File: src/rtl/dac_sample_scheduler.sv
`default_nettype none
// ============================================================================
// Module   : dac_sample_scheduler
// Brief    : Sample FIFO plus divider-paced DAC strobe sequencer.
// Revision : 1.0 - initial release
// ============================================================================
module dac_sample_scheduler #(
  parameter int DATA_W     = 12,
  parameter int FIFO_DEPTH = 4,
  parameter int DIV_W      = 16
) (
  input  logic              clk,
  input  logic              rst,
  input  logic              start,
  input  logic              stop,
  input  logic [DIV_W-1:0]  div,
  input  logic [DATA_W-1:0] s_data,
  input  logic              s_valid,
  output logic              s_ready,
  output logic [DATA_W-1:0] dac_data,
  output logic              dac_en,
  output logic              busy,
  output logic              underrun
);

  localparam int                c_AW       = (FIFO_DEPTH > 1) ? $clog2(FIFO_DEPTH) : 1;
  localparam int                c_CW       = c_AW + 1;
  localparam logic [c_CW-1:0]   c_FULL     = c_CW'(FIFO_DEPTH);
  localparam logic [DATA_W-1:0] c_MIDSCALE = {1'b1, {(DATA_W-1){1'b0}}};

  typedef enum logic [1:0] {
    S_IDLE  = 2'd0,
    S_PRIME = 2'd1,
    S_RUN   = 2'd2,
    S_DRAIN = 2'd3
  } state_t;

  state_t              r_state;
  state_t              w_state_nxt;

  logic [DATA_W-1:0]   r_mem [FIFO_DEPTH];
  logic [c_AW-1:0]     r_wr_ptr;
  logic [c_AW-1:0]     r_rd_ptr;
  logic [c_CW-1:0]     r_count;

  logic [DIV_W-1:0]    r_div_q;
  logic [DIV_W-1:0]    r_tick;
  logic [DATA_W-1:0]   r_dac_data;
  logic                r_dac_en;
  logic                r_busy;
  logic                r_underrun;

  logic                w_full;
  logic                w_empty;
  logic                w_push;
  logic                w_active;
  logic                w_tick;
  logic                w_pop;
  logic                w_starve;
  logic                w_start_ok;

  assign w_full     = (r_count == c_FULL);
  assign w_empty    = (r_count == '0);
  assign w_push     = s_valid && !w_full;
  assign w_active   = (r_state == S_RUN) || (r_state == S_DRAIN);
  assign w_tick     = w_active && (r_tick == r_div_q);
  assign w_pop      = w_tick && !w_empty;
  assign w_starve   = w_tick && w_empty;
  assign w_start_ok = (r_state == S_IDLE) && start;

  // stop has priority over start outside IDLE simply because start is only
  // decoded in IDLE.
  always_comb begin
    w_state_nxt = r_state;
    case (r_state)
      S_IDLE: begin
        if (start) begin
          w_state_nxt = w_full ? S_RUN : S_PRIME;
        end
      end
      S_PRIME: begin
        if (stop) begin
          w_state_nxt = S_IDLE;
        end else if (w_full) begin
          w_state_nxt = S_RUN;
        end
      end
      S_RUN: begin
        if (stop) begin
          w_state_nxt = S_DRAIN;
        end
      end
      S_DRAIN: begin
        if (w_tick && (r_count <= c_CW'(1))) begin
          w_state_nxt = S_IDLE;
        end
      end
      default: w_state_nxt = S_IDLE;
    endcase
  end

  always_ff @(posedge clk) begin
    if (rst) begin
      r_state <= S_IDLE;
      r_busy  <= 1'b0;
    end else begin
      r_state <= w_state_nxt;
      r_busy  <= (w_state_nxt != S_IDLE);
    end
  end

  always_ff @(posedge clk) begin
    if (w_push) begin
      r_mem[r_wr_ptr] <= s_data;
    end
  end

  always_ff @(posedge clk) begin
    if (rst) begin
      r_wr_ptr <= '0;
      r_rd_ptr <= '0;
      r_count  <= '0;
    end else begin
      if (w_push) begin
        r_wr_ptr <= r_wr_ptr + c_AW'(1);
      end
      if (w_pop) begin
        r_rd_ptr <= r_rd_ptr + c_AW'(1);
      end
      case ({w_push, w_pop})
        2'b10:   r_count <= r_count + c_CW'(1);
        2'b01:   r_count <= r_count - c_CW'(1);
        default: r_count <= r_count;
      endcase
    end
  end

  // The tick counter idles at zero so RUN always starts a fresh period; it
  // keeps running across the RUN->DRAIN transition.
  always_ff @(posedge clk) begin
    if (rst) begin
      r_tick <= '0;
    end else if (w_active) begin
      r_tick <= w_tick ? '0 : r_tick + DIV_W'(1);
    end else begin
      r_tick <= '0;
    end
  end

  always_ff @(posedge clk) begin
    if (rst) begin
      r_div_q <= '0;
    end else if (w_start_ok) begin
      r_div_q <= div;
    end
  end

  always_ff @(posedge clk) begin
    if (rst) begin
      r_dac_data <= c_MIDSCALE;
      r_dac_en   <= 1'b0;
    end else begin
      r_dac_en <= w_pop;
      if (w_pop) begin
        r_dac_data <= r_mem[r_rd_ptr];
      end
    end
  end

  always_ff @(posedge clk) begin
    if (rst) begin
      r_underrun <= 1'b0;
    end else if (w_start_ok) begin
      r_underrun <= 1'b0;
    end else if ((r_state == S_RUN) && w_starve) begin
      r_underrun <= 1'b1;
    end
  end

  assign s_ready  = !w_full;
  assign dac_data = r_dac_data;
  assign dac_en   = r_dac_en;
  assign busy     = r_busy;
  assign underrun = r_underrun;

endmodule
`default_nettype wire

File: config.mk
export PLATFORM = sky130hd
export DESIGN_NAME = dac_sample_scheduler
export DESIGN_NICKNAME = d
export VERILOG_FILES = /design/src/rtl/dac_sample_scheduler.sv
export SDC_FILE = /design/constraint.sdc
export NUM_CORES = 1
export LEC_CHECK = 0
export ABC_AREA = 1
export BUFFER_PORTS_ARGS = -buffer_cell sky130_fd_sc_hd__clkbuf_2
export CAP_MARGIN = 0
export CORE_MARGIN = 2
export CORE_UTILIZATION = 55
export DETAILED_ROUTE_END_ITERATION = 8
export GPL_ROUTABILITY_DRIVEN = 0
export PLACE_DENSITY = 0.75
export SLEW_MARGIN = 30
export SYNTH_ARGS = -nofsm -noshare
export SYNTH_HDL_FRONTEND = slang
export SYNTH_SLANG_ARGS = --single-unit
File: constraint.sdc
create_clock -name clk -period 2.6 [get_ports clk]
set_input_delay 0.52 -clock clk [delete_from_list [all_inputs] [get_ports clk]]
set_output_delay 0.52 -clock clk [all_outputs]
set_load 0.01 [all_outputs]
==> results.cfg, run 1 <==
[synthesis]
synthArstFlopShare_pct = 0
ys_top_cells_by_count = nand2_1, nor2_1, dfxtp_1, inv_1, edfxtp_1
yosysWarnings = 0
ys_ff_latch = 104
synth.yosys.seq_area_share_pct = 55.3
yosysTopAreaCell = edfxtp_1
postSynthCellCount = 532
syn_nets = 575
synth_cell_types = 33
synth_area_leaders = edfxtp_1, dfxtp_1, nand2_1
synthFlopType = dfxtp_1
synth_edf_count = 48
synth.most_common_cell = nand2_1
syn_area_per_cell_um2 = 8.71
netlist.area_leader.share_pct = 31.1
synth_area_mm2 = 0.00463

[clock_tree]
clkSinkCount = 104
cts_made_buffers = 9
cts-root-buf = clkbuf_8
clk_pin_slew_ns = 0.11
cts_tree = done
ctsHoldBuffers = 0
post_cts_buffers = 0
clockBufferDepth = 2
cts_max_level = 3
post_cts_resized = 0
insertion_delay_ns = 0.38

[global_routing]
grt_max_degree = 37
antenna_found_initial = 0
grt_pass1_vias = 3386
overflow = 0
grt_pass1_wl_mm = 15.4
grt_usage_pct = 22.2

[sta]
setup-tns-final_ns = 0
slew_viol_final = 0
min_period_ns = 2.10
fin_skew_ns = 0.0156
hold_viol_final = 0
rsz0062_at_grt = false
setup_violations = 0
max_freq_ghz = 0.477
relSlewSlack_pct = 45.0
worst_pin_slew_ns = 0.823
period_share_pct = 80.6

[power_and_ir_drop]
p_per_area_mw_per_mm2 = 621
total_power_w = 0.00321
vdd_drop_max_v = 0.000438
p_sw_share_pct = 28.0
power.share.sequential_pct = 57.1
combPwrFrac_pct = 11.6
leakagePower_nw = 2.16
p_switching_w = 0.000899
internal-power_w = 0.00231
pwr-share-clk_pct = 31.3

[placed_design]
post-place-cells = 676
hpwl_mm = 6.70
port_buffers = 48

[drt]
num_vias = 3619
routed_wl_mm = 9.51
antenna_left = 0
wl_per_cell_um = 13.7
drt_iter0_markers = 124
drc = 0
vias_per_cell = 5.23
dr.pass1.iters = 4

[die]
core_area_mm2 = 0.00818
die_area_mm2 = 0.00917
die_h_um = 95.8
ios = 49
initial_core_util_pct = 56.7
row_count = 33
die_x_um = 95.8

[min_path]
whs_endpoint = r_mem[0][9]$_DFFE_PP_
hold_start = s_data[9]
hold_path_depth = 1
hp-class = in2reg

[setup_path]
startpoint_type = flop
cp.required_ns = 2.88
ff2ff_path_depth = 9
timing.rr.start = r_count[0]$_SDFFE_PP0P_
crit_chain = inv_1, ha_1, nand2_1, nand2_1, ha_1, nor2_1, o21ai_0, o21ai_0, a21oi_1
crit_slowest_cell = ha_1
slowest_delay_ns = 0.42
critPathKind = reg2reg
reg2reg_to = r_count[2]$_SDFFE_PP0P_
r2r_slack_ns = 0.50
critPathArrivalTime_ns = 2.37
cp_max_fo = 9
endpoint_kind = flop

[final_layout]
nNetsFinal = 625
drive_gt1_share_pct = 17.9
area_growth_pct = 11.7
finish.utilization_pct = 63.3
nFillCells = 704
diodes = 0
final_cells = 692

[run_status]
outcome = complete, no violations

[run]
maxCapViolCount = 0
[state kept, by name, summed over array words and instances, names as in the netlist]
name,cells
busy,1
r_mem,48
r_wr_ptr,2
underrun,1
r_state,2
dac_en,1
r_tick,16
r_rd_ptr,2
r_count,3
dac_data,12
r_div_q,16
[logic make-up after synthesis]
logic type,synth area share (%)
simple gates,22.5
buf+inv,6.92
compound gates,11.3
xor+xnor,1.32
flops,55.3
fa+ha+maj,2.70
[metal layers]
metal,track usage [%],vias to the layer above,wire length [um]
met4,9.40,0,170
met3,4.39,18,400
met2,40.0,84,4870
li1,-,1848,-
met1,25.6,1669,4060
met5,0,-,0
[through the flow]
stage | hold slack (ns) | cell area, um2 | setup slack (ns)
after floorplan | 0.444 | 4630 | 0.686
after global placement | 0.435 | 4970 | 0.666
after detailed placement | 0.439 | 4970 | 0.560
after CTS | 0.331 | 5170 | 0.535
after global routing | 0.336 | 5170 | 0.298
final | 0.343 | 5170 | 0.505
[power by group through the flow]
stage / Clock [W] / Combinational, W / Sequential [W]
floorplan: 0 / 0.000262 / 0.00186
global placement: 0 / 0.000359 / 0.00187
global route: 0.00108 / 0.000422 / 0.00184
detailed placement: 0 / 0.000371 / 0.00187
CTS: 0.00103 / 0.000373 / 0.00183
finish: 0.00101 / 0.000373 / 0.00183
[final cells by class]
type | instances | area (um2) | share of cell area [%]
clock buffers | 9 | 124 | 2.39
inverters | 61 | 229 | 4.42
repair buffers | 56 | 300 | 5.80
multi-input cells | 350 | 1750 | 33.8
well taps | 105 | 131 | 2.54
flip-flops and latches | 104 | 2560 | 49.5
clock inverters | 7 | 78.8 | 1.52
[critical path: cells and delay by family, from the launching register on]
family                     cells  cell delay [ns]
AOI/OAI and AO/OA              3             0.39
buffers and inverters          1             0.11
and+or+nand+nor                3             0.44
DFF                            1             0.40
adders and majority gates      2             0.66
[cell usage in the layout, fill, tap and decap left out, types with 9 or more instances in the layout]
cell type,instances
nand4_1,10
a21oi_1,28
o21ai_1,9
o32ai_1,11
nor2_1,87
o21ai_0,38
dfxtp_1,56
ha_1,10
clkbuf_2,48
nand2_1,98
nor2_2,14
edfxtp_1,48
inv_1,53
clkbuf_8,9
[worst max-delay path by stage]
stage,startpoint,end,slack (ns)
floorplan,r_count[0]$_SDFFE_PP0P_,r_mem[0][0]$_DFFE_PP_,0.69
detailed placement,r_count[0]$_SDFFE_PP0P_,r_count[2]$_SDFFE_PP0P_,0.56
global route,r_count[0]$_SDFFE_PP0P_,r_count[2]$_SDFFE_PP0P_,0.30
CTS,r_count[0]$_SDFFE_PP0P_,r_count[2]$_SDFFE_PP0P_,0.53
finish,r_count[0]$_SDFFE_PP0P_,r_count[2]$_SDFFE_PP0P_,0.50
global placement,r_count[0]$_SDFFE_PP0P_,r_count[2]$_SDFFE_PP0P_,0.67
No activity file was read; power rests on OpenSTA's default activity.
==> run 2, diff against run 1 <==
--- a/config.mk
+++ b/config.mk
@@ -5,11 +5,11 @@
 export SDC_FILE = /design/constraint.sdc
 export NUM_CORES = 1
 export LEC_CHECK = 0
-export ABC_AREA = 1
+export ABC_AREA = 0
 export BUFFER_PORTS_ARGS = -buffer_cell sky130_fd_sc_hd__clkbuf_2
 export CAP_MARGIN = 0
 export CORE_MARGIN = 2
-export CORE_UTILIZATION = 55
+export CORE_UTILIZATION = 52
 export DETAILED_ROUTE_END_ITERATION = 8
 export GPL_ROUTABILITY_DRIVEN = 0
 export PLACE_DENSITY = 0.75
==> constraint.sdc (replaced) <==
create_clock -name clk -period 1.9 [get_ports clk]
set_input_delay 0.38 -clock clk [delete_from_list [all_inputs] [get_ports clk]]
set_output_delay 0.38 -clock clk [all_outputs]
set_load 0.01 [all_outputs]
==> run 2 against run 1 <==
The run now ends with negative setup slack left. Largest cell class unchanged. Worst setup slack got worse by 0.74 ns. First-iteration DRC count is 22% higher. Via count is 14% lower. Sequential share of layout area decreased by 2.1 points. Synthesized cell count down 31%. Critical path type unchanged. Area after synthesis shrank 8.5%.
==> results.cfg, run 2 <==
[drt]
drt_iter0_markers = 151
num_vias = 3107
dr.pass1.iters = 4
wl_per_cell_um = 16.5
routed_wl_mm = 9.46
antenna_left = 0
drc = 0
vias_per_cell = 5.42

[sta]
min_period_ns = 2.13
slew_viol_final = 0
worst_pin_slew_ns = 0.670
period_share_pct = 112
hold_viol_final = 0
fin_skew_ns = 0.00834
setup-tns-final_ns = -1.24
relSlewSlack_pct = 55.3
timing.final.ws_setup_ns = -0.235
max_freq_ghz = 0.468
setup_violations = 10
rsz0062_at_grt = true

[synthesis]
postSynthCellCount = 367
yosys.area_share.adder_pct = 2.95
yosysWarnings = 0
synth_cell_types = 38
synthArstFlopShare_pct = 0
synth_area_leaders = edfxtp_1, dfxtp_1, mux4_2
netlist.area_leader.share_pct = 34.0
synth_compound_area_share_pct = 8.12
synth_edf_count = 48
synth.yosys.seq_area_share_pct = 60.5
ys_top_cells_by_count = dfxtp_1, edfxtp_1, nand2_1, a21oi_1, nor2_1
synth.most_common_cell = dfxtp_1
syn_area_per_cell_um2 = 11.5
ys_ff_latch = 104
synthMuxAreaShare_pct = 6.61
syn_nets = 410
synth_xor_area_share_pct = 6.20
yosysTopAreaCell = edfxtp_1
synth-simple-area-share_pct = 12.9
synthFlopType = dfxtp_1
synth_top_family_by_area = simple AND/OR/NAND/NOR gates
synth_area_mm2 = 0.00424

[clock_tree]
clkSinkCount = 104
clk_pin_slew_ns = 0.10
ctsHoldBuffers = 0
insertion_delay_ns = 0.37
clockBufferDepth = 2
cts_made_buffers = 9
cts_tree = done
cts-root-buf = clkbuf_8
cts_max_level = 3

[die]
die_area_mm2 = 0.00889
ios = 49
die_h_um = 94.3
row_count = 32
die_x_um = 94.3
initial_core_util_pct = 54.3
core_area_mm2 = 0.00781

[setup_path]
startpoint_type = flop
endpoint_kind = flop
critPathKind = reg2reg
cp.required_ns = 2.21
critPathArrivalTime_ns = 2.44
cp_max_fo = 4

[final_layout]
final_cell_mix = buf_4, clkbuf_2, edfxtp_1
regMostFlops = r_mem
finish.utilization_pct = 69.7
drive_gt1_share_pct = 38.2
nFillCells = 573
reg.largest.list = r_mem: 48 flops, r_div_q: 16 flops, r_tick: 16 flops
nNetsFinal = 509
diodes = 0
area_growth_pct = 28.3
seqCellArea_mm2 = 0.00258
final_common_cell = buf_4
multi_input_area_mm2 = 0.00176
largest_register_ffs = 48
fin_area_mm2 = 0.00544

[run_status]
outcome = finished with violations
violations = negative setup slack

[placed_design]
dpl_worst_slack_ns = -0.225
hpwl_mm = 6.26
place_area_mm2 = 0.00498
port_buffers = 48

[global_routing]
grt_max_degree = 27
antenna_found_initial = 0
grt_pass1_vias = 3143
grt_usage_pct = 22.4
grt_pass1_wl_mm = 14.9
overflow = 0

[power_and_ir_drop]
p_per_area_mw_per_mm2 = 1060
vdd_drop_max_v = 0.000682
total_power_w = 0.00578
leakagePower_nw = 2.03

[run]
maxCapViolCount = 0

[min_path]
hp-class = in2reg
[run 2: cell types whose count changed after synthesis, sizes merged, moves of 7 or more]
cell,previous run,this run
buf,9,2
clkbuf,8,17
inv,61,11
mux4,0,12
nand2,104,43
nand3,9,19
nor2,102,26
o21ai,47,16
o32ai,11,1
xnor2,0,19
[run 2: kinds of logic after synthesis]
group                    count (synthesis)
adder cells (fa/ha/maj)                 10
AND/OR/NAND/NOR                        118
flip-flops                             104
buffers and inverters                   30
AO/OA/AOI/OAI                           62
multiplexers                            13
XOR/XNOR                                30
[run 2: power by group]
| part | internal, W | switching, W |
|---|---|---|
| combinational | 0.000862 | 0.000945 |
| clock | 0.000510 | 0.000793 |
| sequential | 0.00254 | 0.000125 |
| total | 0.00391 | 0.00186 |
[run 2: repair_timing]
action                                 4_1_cts  5_1_grt
setup buffers                                4        4
cloned                                       0        1
setup endpoints to repair                   19       22
gates resized for setup                     17       40
pin swaps                                   13       17
endpoints found under the hold margin        0        0
[run 2: per-stage QoR]
stage | std cells | hold slack (ns)
after detailed placement | 548 | 0.466
after global routing | 573 | 0.214
after global placement | 548 | 0.455
after CTS | 568 | 0.209
final | 573 | 0.219
after floorplan | 367 | 0.445
[run 2: layout make-up]
class,instances,area share (%)
multi-input combinational,233,32.4
inverter,11,0.759
timing repair buffer,107,13.7
clock buffer,10,2.35
clock inverter,6,1.04
tap,102,2.35
sequential,104,47.4
[run 2: critical path: stages, from the launching register on]
cell and delay, ns:
dfxtp_2 0.35, xnor2_2 0.19, nand4_1 0.15, or4_4 0.58
nor2_4 0.12, ha_4 0.22, or3_4 0.37, a21oi_2 0.12
[run 2: final timing paths]
kind,to,from,cells after the start,slack [ns]
setup / recovery,r_count[2]$_SDFFE_PP0P_,r_tick[3]$_SDFF_PP0_,7,-0.23
hold / removal,r_div_q[8]$_SDFFE_PP0P_,div[8],3,0.22
setup reg to reg,r_count[2]$_SDFFE_PP0P_,r_tick[3]$_SDFF_PP0_,7,-0.23
hold reg to reg,dac_data[3]$_SDFFE_PP0P_,dac_data[3]$_SDFFE_PP0P_,2,0.47
[run 2: routing by layer]
layer | vias to the layer above | GRT usage, % | wire (um)
met3 | 8 | 5.38 | 403
met5 | - | 0 | 0
met1 | 1521 | 27.1 | 3850
li1 | 1513 | - | -
met4 | 0 | 5.80 | 76
met2 | 65 | 40.1 | 5130
==> run 3, diff against run 2 <==
--- a/config.mk
+++ b/config.mk
@@ -9,10 +9,10 @@
 export BUFFER_PORTS_ARGS = -buffer_cell sky130_fd_sc_hd__clkbuf_2
 export CAP_MARGIN = 0
 export CORE_MARGIN = 2
-export CORE_UTILIZATION = 52
+export CORE_UTILIZATION = 40
+export CTS_CLUSTER_SIZE = 24
 export DETAILED_ROUTE_END_ITERATION = 8
 export GPL_ROUTABILITY_DRIVEN = 0
-export PLACE_DENSITY = 0.75
 export SLEW_MARGIN = 30
 export SYNTH_ARGS = -nofsm -noshare
 export SYNTH_HDL_FRONTEND = slang
==> run 3 against run 2 <==
The flow still finishes with violations (negative setup slack). Global-route usage decreased by 5.2 points. Non-clock buffer count increased by 2. Critical path depth unchanged. Combinational power decreased by 3%. Via count increased by 0.19%. Worst setup slack got worse by 0.011 ns. Routed wire length decreased by 0.49%. Largest cell class unchanged. Highest routed layer unchanged.
==> results.cfg, run 3 (synthesized netlist as in run 2, its figures left out) <==
[clock_tree]
cts_made_buffers = 9
clockBufferDepth = 2
cts_tree = done
clkSinkCount = 104
clk_pin_slew_ns = 0.10
cts-root-buf = clkbuf_8
cts_max_level = 3
insertion_delay_ns = 0.37

[power_and_ir_drop]
p_per_area_mw_per_mm2 = 1030
vdd_drop_max_v = 0.000595
leakagePower_nw = 2.03
total_power_w = 0.00569

[final_layout]
multi_input_area_mm2 = 0.00175
final_common_cell = buf_4
nNetsFinal = 511
area_growth_pct = 30.2
drive_gt1_share_pct = 37.6
nFillCells = 916
largest_register_ffs = 48
final_cell_mix = buf_4, edfxtp_1, clkbuf_2
regMostFlops = r_mem
reg.largest.list = r_mem: 48 flops, r_div_q: 16 flops, r_tick: 16 flops
diodes = 0
fin_area_mm2 = 0.00552
seqCellArea_mm2 = 0.00258

[sta]
fin_skew_ns = 0.00900
setup-tns-final_ns = -1.73
setup_violations = 19
min_period_ns = 2.15
timing.final.ws_setup_ns = -0.246
relSlewSlack_pct = 52.4
rsz0062_at_grt = true
max_freq_ghz = 0.466
hold_ws_ns = 0.219
hold_viol_final = 0
slew_viol_final = 0
period_share_pct = 113
worst_pin_slew_ns = 0.714

[drt]
antenna_left = 0
drt_iter0_markers = 163
routed_wl_mm = 9.42
num_vias = 3113
dr.pass1.iters = 4
wl_per_cell_um = 15.5
vias_per_cell = 5.11
drc = 0

[global_routing]
grt_pass1_wl_mm = 15.0
grt_max_degree = 41
grt_pass1_vias = 3116
grt_usage_pct = 17.2
antenna_found_initial = 0
overflow = 0

[min_path]
hp-class = in2reg
hold_start = div[10]

[die]
row_count = 37
initial_core_util_pct = 41.0
core_area_mm2 = 0.0103
die_area_mm2 = 0.0114
ios = 49
die_x_um = 107
die_h_um = 107

[setup_path]
endpoint_kind = flop
critPathKind = reg2reg
critPathArrivalTime_ns = 2.44
startpoint_type = flop
cp_max_fo = 2
timing.rr.start = r_div_q[15]$_SDFFE_PP0P_
startpoint = r_div_q[15]$_SDFFE_PP0P_
r2r_slack_ns = -0.25
cp.required_ns = 2.20

[run]
maxCapViolCount = 0

[placed_design]
hpwl_mm = 6.33
place_area_mm2 = 0.00505
port_buffers = 48
dpl_worst_slack_ns = -0.332

[run_status]
outcome = finished with violations
violations = negative setup slack
==> run 3: cell types whose count changed in the layout (fill, tap and decap cells not counted), moves of 2 or more <==
cell,change
buf_12,+4
o21ai_1,+2
buf_4,-2
dfxtp_2,-2
dfxtp_1,+2
==> run 3: report_power, final <==
part / internal, W / switching [W] / total (W)
Clock: 0.000501 / 0.000777 / 0.00128
Sequential: 0.00254 / 0.000122 / 0.00266
Combinational: 0.000843 / 0.000904 / 0.00175
==> run 3: critical path, stage by stage (launching register included) <==
cell	delay, ns
dfxtp_2	0.34
xnor2_2	0.16
nand4_1	0.16
or4_4	0.58
nor2_4	0.12
ha_4	0.21
or3_1	0.35
a21oi_1	0.16
==> run 3: what timing repair did <==
item | 4_1_cts | 5_1_grt
hold buffers | 0 | 0
setup buffers | 7 | 7
resized for setup | 18 | 36
setup endpoints to repair | 20 | 37
pin swaps | 13 | 7
==> run 3: path summary, 6_finish.rpt <==
check	to	depth (start not counted)
min reg2reg	dac_data[9]$_SDFFE_PP0P_	2
max reg2reg	r_count[2]$_SDFFE_PP0P_	7
max	r_count[2]$_SDFFE_PP0P_	7
min	r_div_q[10]$_SDFFE_PP0P_	3
==> run 3: layout make-up <==
type                            count  share of cell area [%]
Clock buffer                       10                    2.31
Clock inverter                      6                   0.930
Inverter                           11                   0.748
Multi-Input combinational cell    233                    31.6
Sequential cell                   104                    46.7
Tap cell                          136                    3.08
Timing Repair Buffer              109                    14.6
==> run 3: routing by layer <==
layer  part of all wire [%]  GRT usage (%)
met4                    1.4           6.12
met2                     53           30.5
met1                     43           20.3
met5                      0              0
met3                    3.1           4.26
==> run 3: per-stage QoR <==
stage	std cells	util (%)
CTS	602	51.9
detailed placement	579	48.9
finish	609	53.4
floorplan	367	-
global route	609	53.4
global placement	579	48.9
